[config.mk]
export PLATFORM = sky130hd
export DESIGN_NAME = deser8_flat
export DESIGN_NICKNAME = d
export VERILOG_FILES = /design/src/rtl/deser8_if.sv /design/src/rtl/deser8.sv /design/src/flat_wrapper.sv
export SDC_FILE = /design/constraint.sdc
export NUM_CORES = 1
export LEC_CHECK = 0
export BUFFER_PORTS_ARGS = -buffer_cell sky130_fd_sc_hd__buf_2
export CORE_MARGIN = 3
export CORE_UTILIZATION = 51
export CTS_CLUSTER_SIZE = 30
export DETAILED_ROUTE_END_ITERATION = 16
export GPL_TIMING_DRIVEN = 0
export HOLD_SLACK_MARGIN = 0.05
export PLACE_DENSITY = 0.76
export REMOVE_ABC_BUFFERS = 1
export SYNTH_ARGS = -nofsm -noshare
export SYNTH_HDL_FRONTEND = slang
export SYNTH_SLANG_ARGS = --single-unit
[constraint.sdc]
create_clock -name clk -period 2 [get_ports clk]
set_clock_uncertainty 0.1 [all_clocks]
set_input_delay 0.4 -clock clk [delete_from_list [all_inputs] [get_ports clk]]
set_output_delay 0.4 -clock clk [all_outputs]
set_load 0.02 [all_outputs]
[src/rtl/deser8_if.sv]
// Serial-in / byte-out bus for deser8: bit stream in, assembled byte and
// status flags out. The producer/consumer side uses master, the block uses slave.
interface deser8_if;
   logic       din;
   logic       din_valid;
   logic       sof;
   logic       dout_ack;
   logic [0:7] dout;
   logic       dout_valid;
   logic [2:0] bit_cnt;
   logic       overrun;
   logic       frame_err;

   modport master (
      output din, din_valid, sof, dout_ack,
      input  dout, dout_valid, bit_cnt, overrun, frame_err
   );

   modport slave (
      input  din, din_valid, sof, dout_ack,
      output dout, dout_valid, bit_cnt, overrun, frame_err
   );
endinterface

[src/rtl/deser8.sv]
// deser8: 1-bit serial to 8-bit parallel deserializer with sof framing,
// held-byte handshake, overrun and frame-error pulses.
module deser8 (
   input  logic     clk,
   input  logic     reset,
   deser8_if.slave  bus
);

   typedef enum logic {IDLE = 1'b0, RECV = 1'b1} state_t;

   state_t     state_q, state_d;
   logic [2:0] cnt_q, cnt_d;
   logic [0:7] acc_q, acc_d;
   logic [0:7] dout_q, dout_d;
   logic       dout_valid_q, dout_valid_d;
   logic       overrun_q, overrun_d;
   logic       frame_err_q, frame_err_d;
   logic       done;

   // State register; reset wins over every other input.
   always_ff @(posedge clk) begin
      if (reset) begin
         state_q      <= IDLE;
         cnt_q        <= 3'd0;
         acc_q        <= 8'b0;
         dout_q       <= 8'b0;
         dout_valid_q <= 1'b0;
         overrun_q    <= 1'b0;
         frame_err_q  <= 1'b0;
      end else begin
         state_q      <= state_d;
         cnt_q        <= cnt_d;
         acc_q        <= acc_d;
         dout_q       <= dout_d;
         dout_valid_q <= dout_valid_d;
         overrun_q    <= overrun_d;
         frame_err_q  <= frame_err_d;
      end
   end

   // Next state: bit accumulation, framing, and output byte handshake.
   always_comb begin
      state_d      = state_q;
      cnt_d        = cnt_q;
      acc_d        = acc_q;
      dout_d       = dout_q;
      dout_valid_d = dout_valid_q;
      overrun_d    = 1'b0;
      frame_err_d  = 1'b0;
      done         = 1'b0;

      if (bus.din_valid) begin
         case (state_q)
            IDLE: begin
               // Without a sof the stream is unframed; drop the bit.
               if (bus.sof) begin
                  acc_d[0] = bus.din;
                  cnt_d    = 3'd1;
                  state_d  = RECV;
               end
            end
            RECV: begin
               if (bus.sof && cnt_q != 3'd0) begin
                  // Resync: partial byte is abandoned, this bit is index 0.
                  acc_d[0]    = bus.din;
                  cnt_d       = 3'd1;
                  frame_err_d = 1'b1;
               end else begin
                  // sof at cnt=0 lands here too: it is just the next index-0 bit.
                  acc_d[cnt_q] = bus.din;
                  cnt_d        = cnt_q + 3'd1;
                  done         = (cnt_q == 3'd7);
               end
            end
            default: state_d = IDLE;
         endcase
      end

      if (done) begin
         // New byte always wins; it is an overrun only if the old one was never taken.
         dout_d       = {acc_q[0:6], bus.din};
         dout_valid_d = 1'b1;
         overrun_d    = dout_valid_q && !bus.dout_ack;
      end else if (bus.dout_ack) begin
         dout_valid_d = 1'b0;
      end
   end

   assign bus.dout       = dout_q;
   assign bus.dout_valid = dout_valid_q;
   assign bus.bit_cnt    = cnt_q;
   assign bus.overrun    = overrun_q;
   assign bus.frame_err  = frame_err_q;

endmodule

[src/flat_wrapper.sv]
// flat-port wrapper written by rule: the top's interface ports become plain ports
module deser8_flat 
  (clk, reset, bus_din, bus_din_valid, bus_sof, bus_dout_ack, bus_dout, bus_dout_valid, bus_bit_cnt, bus_overrun, bus_frame_err);
  deser8_if bus_i ();
  input  logic clk;
  input  logic reset;
  input wire logic [$bits(bus_i.din)-1:0] bus_din;
  input wire logic [$bits(bus_i.din_valid)-1:0] bus_din_valid;
  input wire logic [$bits(bus_i.sof)-1:0] bus_sof;
  input wire logic [$bits(bus_i.dout_ack)-1:0] bus_dout_ack;
  output wire logic [$bits(bus_i.dout)-1:0] bus_dout;
  output wire logic [$bits(bus_i.dout_valid)-1:0] bus_dout_valid;
  output wire logic [$bits(bus_i.bit_cnt)-1:0] bus_bit_cnt;
  output wire logic [$bits(bus_i.overrun)-1:0] bus_overrun;
  output wire logic [$bits(bus_i.frame_err)-1:0] bus_frame_err;
  assign bus_i.din = bus_din;
  assign bus_i.din_valid = bus_din_valid;
  assign bus_i.sof = bus_sof;
  assign bus_i.dout_ack = bus_dout_ack;
  assign bus_dout = bus_i.dout;
  assign bus_dout_valid = bus_i.dout_valid;
  assign bus_bit_cnt = bus_i.bit_cnt;
  assign bus_overrun = bus_i.overrun;
  assign bus_frame_err = bus_i.frame_err;
  deser8 u_core (.clk(clk), .reset(reset), .bus(bus_i));
endmodule
==> metrics.md, run 1 <==
| Metric | Value |
|---|---|
| CP Max Fanout | `9` |
| Largest net degree at the start of global routing | `23` |
| Layout cells sized above 1 | `0.254` |
| DR iter-0 viols | `7` |
| GRT Residual Overflow | `0` |
| Antenna violations before repair | `0` |
| Drt via density | `about 5.3` |
| Initial Utilization | `0.574` |
| Number of buffers and inverters on the critical path | `2` |
| CP max-delay cell | `dfxtp_1` |
| Clock root cell | `clkbuf_4` |
| Worst setup EP type | `flip-flop` |
| DR DRC count | `0` |
| Site Rows | `14` |
| First-pass GRT wire length | `between 3000 and 4000 um` |
| Placed Cells | `133` |
| Post-DP HPWL | `1180 um` |
| Cell taking the most area after synthesis | `dfxtp_1` |
| Clock latency on the worst-skew pair | `between 0.3 and 0.4 ns` |
| RSZ-0062 raised after global routing | `false` |
| Setup total negative slack | `0 ns` |
| Crit-path cells | `ha_1, ha_1, inv_1, a211oi_4, buf_12, mux2i_1, nor2_1` |
| Sequential cell area | `between 400 and 500 um2` |
| Post-CTS Resized | `0` |
| Peak supply drop | `approximately 0.44 mV` |
| H-tree levels | `1` |
| FFs w/ async S/R, synth | `0` |
| Final slew viol count | `0` |
| GRT Overall Usage | `0.166` |
| Clk sinks | `22` |
| Port bufs | `19` |
| Min Clock Period, post-route | `1.82 ns` |
| Antenna viol nets, final | `0` |
| Post-route clock period utilization | `0.910` |
| Clock-pin slew on the worst setup and hold paths | `0.12 ns` |
| Hold crit path type | `input pin to flip-flop` |
| Num CTS Buffers | `3` |
| Avg Cell Area, Syn | `about 10 um2` |
| Actual slew at the worst max-slew pin | `~0.40 ns` |
| DRT Pass-1 Iters | `4` |
| Net load switching power | `0.177 mW` |
| Fillers | `approximately 150` |
| GP Congestion | `about 0.77` |
| CTS tree | `yes` |
| N_diodes | `0` |
| Switching share of power | `0.236` |
| Max Cap Violations | `0` |
| Filler-free cell count of the finished design | `~140` |
| Core area | `~1600 um2` |
| Vias post-DR | `approximately 730` |
| Synthesis-stage register bit count | `22` |
| Register share of total power | `0.599` |
| Yosys top cell area share | `0.476` |
| Worst Path Required | `2.11 ns` |
| Area grow syn2layout | `18.0%` |
| Leading cell types by count after synthesis | `dfxtp_1 (22), nor2_1 (19), mux2i_1 (15)` |
| Area occupied by multi-input gates | `between 400 and 500 um2` |
| Crit path DAT | `approximately 1.9 ns` |
| Internal power | `~0.57 mW` |
| Outcome | `finished clean` |
| I/O Pins | `20` |
| Wire per inst | `between 10 and 15 um` |
| Final Hold Vio Count | `0` |
| CP startpoint kind | `flip-flop` |
| Gate power share | `0.073` |
| Vias in the first global route | `approximately 700` |
| Crit path kind | `flip-flop to flip-flop` |
| Pwr per Cell Area | `between 600 and 700 nW/um2` |
| Hold-fix buffers, CTS | `0` |
| Fmax | `around 550 MHz` |
| Full die area | `roughly 2400 um2` |
| Main area contributors after synthesis | `dfxtp_1 (48%), mux2i_1 (16%), nor2_1 (7.7%)` |
| Ys Warns | `0` |
| Sequential element share of the synthesized area | `0.476` |
| Worst setup slack for register-to-register paths | `~0.18 ns` |
| Largest stage delay on the critical path | `around 0.52 ns` |
| CP dominant cell by count | `ha_1` |
| Synth Flop Type | `dfxtp_1` |
| Clk network pwr share | `0.328` |
| LEAKAGE | `0.425 nW` |
| Fin nets | `124` |
| CP top delay family | `flip-flops` |
| Die Wd | `between 40 and 50 um` |
| Mapped Cells | `94` |
| Most common cell in the netlist | `dfxtp_1` |
| Die height | `slightly below 50 um` |
| Post-CTS setup buffer count | `0` |
| Distinct cells, synth | `23` |
| Number of flops mapped to enable cells by yosys | `0` |
| Wirelength, routed | `1740 um` |
| Clk buf depth | `2` |
| Max_slew headroom | `0.730` |
| Final setup viols | `0` |
| Synth Cell Area | `between 900 and 1000 um2` |
==> metal layers <==
| layer | track usage | vias to the layer above | share of wire |
|---|---|---|---|
| met1 | 0.202 | 337 | 0.45 |
| li1 | - | 367 | - |
| met4 | 0.0995 | 0 | 0.024 |
| met5 | 0 | - | 0 |
| met3 | 0.0399 | 5 | 0.045 |
| met2 | 0.264 | 19 | 0.48 |
==> cell type report <==
| type | instances | area share |
|---|---|---|
| Clock buffer | 4 | 0.0333 |
| Inverter | 4 | 0.0138 |
| Multi-Input combinational cell | 64 | 0.416 |
| Sequential cell | 22 | 0.404 |
| Tap cell | 24 | 0.0275 |
| Timing Repair Buffer | 20 | 0.106 |
==> sequential cells by signal, indices dropped and copies added (netlist names) <==
| name | flops |
|---|---|
| u_core.bus.bit_cnt | 3 |
| u_core.bus.dout | 8 |
| u_core.acc_q | 7 |
| u_core.bus.frame_err | 1 |
| u_core.bus.overrun | 1 |
| u_core.bus.dout_valid | 1 |
| u_core.state_q | 1 |
==> cell families after synthesis <==
family          after synthesis  synth area share
simple gates                 34             0.180
flops                        22             0.476
mux                          16             0.175
compound gates               11            0.0961
buf+inv                       8            0.0325
fa+ha+maj                     3            0.0406
==> power by group through the flow <==
stage,logic [mW],registers (mW),clock network [mW]
floorplan,0.0275,0.460,0
global placement,0.0524,0.458,0
detailed placement,0.0543,0.459,0
CTS,0.0551,0.449,0.251
global route,0.0619,0.450,0.276
finish,0.0550,0.449,0.246
==> path summary, 6_finish.rpt <==
kind / depth (start not counted) / endpoint / start
hold reg to reg: 2 / u_core.bus.overrun / u_core.bus.dout_valid
setup reg to reg: 7 / u_core.bus.dout[5] / u_core.bus.bit_cnt[1]
setup / recovery: 7 / u_core.bus.dout[5] / u_core.bus.bit_cnt[1]
hold / removal: 3 / u_core.bus.overrun / bus_dout_ack
==> tightest hold or removal path: cells and delay by family <==
family                 cells  cell delay (ns)
buffers and inverters      1             0.08
AND/OR/NAND/NOR            2             0.14
==> cell usage in the layout (no fill, tap or decap) <==
cell,instances
dfxtp_1,22
nor2_1,19
buf_2,19
mux2i_1,15
inv_1,4
a21oi_1,3
nand2_1,3
nor4_1,3
ha_1,3
clkbuf_4,3
nand2b_1,2
nor3_1,2
a211oi_1,2
a22oi_1,2
nand2b_4,1
nand2_2,1
a211oi_4,1
nand3b_1,1
and3b_2,1
o32ai_1,1
nand3_1,1
a2111oi_1,1
o21ai_0,1
mux2_2,1
clkbuf_8,1
buf_12,1
==> metrics by stage <==
step | cell area (um2) | hold slack [ns] | total power, mW | worst slack, ns | utilization
6_report | 1090 | 0.248 | 0.751 | 0.181 | 0.677
5_1_grt | 1090 | 0.261 | 0.789 | 0.0534 | 0.677
4_1_cts | 1070 | 0.243 | 0.755 | 0.0384 | 0.665
3_5_place_dp | 1030 | 0.369 | 0.513 | 0.0617 | 0.642
3_3_place_gp | 1030 | 0.360 | 0.511 | 0.0887 | 0.642
2_1_floorplan | 910 | 0.360 | 0.488 | 0.166 | -
Power figures use the tool's default switching activity.
==> run 2: changes to the inputs <==
--- a/config.mk
+++ b/config.mk
@@ -6,7 +6,7 @@
 export NUM_CORES = 1
 export LEC_CHECK = 0
 export BUFFER_PORTS_ARGS = -buffer_cell sky130_fd_sc_hd__buf_2
-export CORE_MARGIN = 3
+export CORE_MARGIN = 2
 export CORE_UTILIZATION = 51
 export CTS_CLUSTER_SIZE = 30
 export DETAILED_ROUTE_END_ITERATION = 16
==> run 2 against run 1 <==
Clock-buffer cell count stayed put. Global-route usage is 0.11 points higher. First-iteration DRC count is 14% lower. Sequential share of layout area hardly changed. Non-clock buffer count stayed put. Hold slack worse by 0.00099 ns. Total power is 1.2% lower. Clock power is 3% lower. Combinational power is 3% lower.
==> metrics.md, run 2 (synthesis gave the netlist of run 1 again) <==
| Metric | Value |
|---|---|
| Gate power share | `0.072 (about the same)` |
| I/O Pins | `20 (unchanged)` |
| CP startpoint kind | `flip-flop` |
| Fin nets | `124 (unchanged)` |
| DR iter-0 viols | `6 (-1)` |
| Final Hold Vio Count | `0 (unchanged)` |
| Commonest non-fill, non-tap cell in the layout | `dfxtp_1` |
| Post-DP HPWL | `1110 um (-6.4%)` |
| Hold-fix buffers, CTS | `0 (unchanged)` |
| Clk buf depth | `2 (unchanged)` |
| DR DRC count | `0 (unchanged)` |
| Clk sinks | `22 (unchanged)` |
| Max Cap Violations | `0 (unchanged)` |
| Layout cells sized above 1 | `0.254 (unchanged)` |
| Most frequent cells in the layout | `dfxtp_1 (22), nor2_1 (19), buf_2 (19)` |
| Site Rows | `15 (+1)` |
| Crit path kind | `flip-flop to flip-flop` |
| Antenna violations before repair | `0 (unchanged)` |
| RSZ-0062 raised after global routing | `false` |
| CTS tree | `yes` |
| Clock latency on the worst-skew pair | `0.31 ns (about the same)` |
| Fillers | `148 (+0.68%)` |
| Worst setup EP type | `flip-flop` |
| Post-CTS Resized | `0 (unchanged)` |
| Full die area | `2170 um2 (-8.1%)` |
| Pwr per Cell Area | `679 nW/um2 (-1.3%)` |
| Port bufs | `19 (unchanged)` |
| Initial Utilization | `0.541 (-0.0324)` |
| Crit path DAT | `1.91 ns (about the same)` |
| DRT Pass-1 Iters | `4 (unchanged)` |
| Die height | `46.6 um (-4.1%)` |
| Fmax | `552 MHz (+0.41%)` |
| Worst Path Required | `2.10 ns (about the same)` |
| Die Wd | `46.6 um (-4.1%)` |
| Clock root cell | `clkbuf_4` |
| Outcome | `finished clean` |
| GRT Overall Usage | `0.167 (+0.00113)` |
| Area grow syn2layout | `18.1%` |
| First-pass GRT wire length | `2520 um (-18%)` |
| Hold crit path type | `input pin to flip-flop` |
| Vias in the first global route | `609 (-12%)` |
| Clock-pin slew on the worst setup and hold paths | `0.11 ns (about the same)` |
| Final slew viol count | `0 (unchanged)` |
| Num CTS Buffers | `3 (unchanged)` |
| N_diodes | `0 (unchanged)` |
| Net load switching power | `0.168 mW (-5.3%)` |
| Post-CTS setup buffer count | `0 (unchanged)` |
| Largest net degree at the start of global routing | `23 (unchanged)` |
| Setup total negative slack | `0 ns (unchanged)` |
| Register share of total power | `0.605 (+0.006)` |
| Wirelength, routed | `1510 um (-13%)` |
| H-tree levels | `1 (unchanged)` |
| Pre-CTS worst setup slack | `0.0782 ns (+0.0164 ns)` |
| Clk network pwr share | `0.323 (-0.005)` |
| Post-route clock period utilization | `0.906 (-0.00374)` |
| Actual slew at the worst max-slew pin | `0.452 ns (+0.0514 ns)` |
| Vias post-DR | `698 (-4.1%)` |
| LEAKAGE | `0.425 nW (unchanged)` |
| Final setup viols | `0 (unchanged)` |
| Internal power | `0.574 mW (about the same)` |
| Min Clock Period, post-route | `1.81 ns (-0.00748 ns)` |
| Drt via density | `5.02 (-4.8%)` |
| Switching share of power | `0.226 (-0.00960)` |
| Wire per inst | `10.9 um (-14%)` |
| Antenna viol nets, final | `0 (unchanged)` |
| Core area | `1710 um2 (+6.0%)` |
| Number of flip-flops in the largest register | `8 (unchanged)` |
| Post-route setup slack | `0.188 ns (+0.00748 ns)` |
| Max_slew headroom | `0.698 (-0.0322)` |
| GRT Residual Overflow | `0 (unchanged)` |
| CP Max Fanout | `9 (unchanged)` |
| GP Congestion | `0.719 (-6.3%)` |
| Peak supply drop | `0.406 mV (-7.1%)` |
run 2: power by group through the flow:
| stage | clock network (mW) | registers [mW] | logic [mW] |
|---|---|---|---|
| 2_1_floorplan | 0 | 0.460 | 0.0275 |
| 3_3_place_gp | 0 | 0.458 | 0.0522 |
| 3_5_place_dp | 0 | 0.459 | 0.0533 |
| 4_1_cts | 0.248 | 0.449 | 0.0536 |
| 5_1_grt | 0.266 | 0.450 | 0.0594 |
| 6_report | 0.239 | 0.449 | 0.0532 |
run 2: through the flow:
step / instance area [um2] / total power, mW / hold slack (ns) / instances / utilization
after floorplan: 910 / 0.488 / 0.360 / 90 / -
after global placement: 1040 / 0.511 / 0.361 / 134 / 0.607
after detailed placement: 1040 / 0.512 / 0.378 / 134 / 0.607
after CTS: 1070 / 0.750 / 0.244 / 138 / 0.628
after global routing: 1090 / 0.775 / 0.260 / 139 / 0.640
final: 1090 / 0.741 / 0.247 / 139 / 0.640
run 2: path summary, 6_finish.rpt:
path                    startpoint            endpoint  slack (ns)  cells past startpoint
max          u_core.bus.bit_cnt[1]     u_core.acc_q[1]        0.19                      6
min                   bus_dout_ack  u_core.bus.overrun        0.25                      3
min reg2reg  u_core.bus.dout_valid  u_core.bus.overrun        0.39                      2
max reg2reg  u_core.bus.bit_cnt[1]     u_core.acc_q[1]        0.19                      6
run 2: worst max-delay path, cell delays in order, from the launching register on:
cell and delay [ns]:
dfxtp_1 0.40, inv_1 0.10, ha_1 0.21, nand2b_4 0.10, a2111oi_1 0.50, mux2i_1 0.24, nor2_1 0.05
run 2: final cells by class:
type	instances	area, um2	share of cell area
Inverter	4	15.0	0.0137
Multi-Input combinational cell	64	454	0.416
Timing Repair Buffer	20	115	0.105
Tap cell	25	31.3	0.0286
Clock buffer	4	36.3	0.0332
Sequential cell	22	440	0.403
run 2: layer usage:
metal | vias to the layer above | share of wire | GRT usage
li1 | 366 | - | -
met1 | 317 | 0.45 | 0.202
met2 | 11 | 0.49 | 0.258
met3 | 4 | 0.034 | 0.0471
met4 | 0 | 0.024 | 0.103
met5 | - | 0 | 0
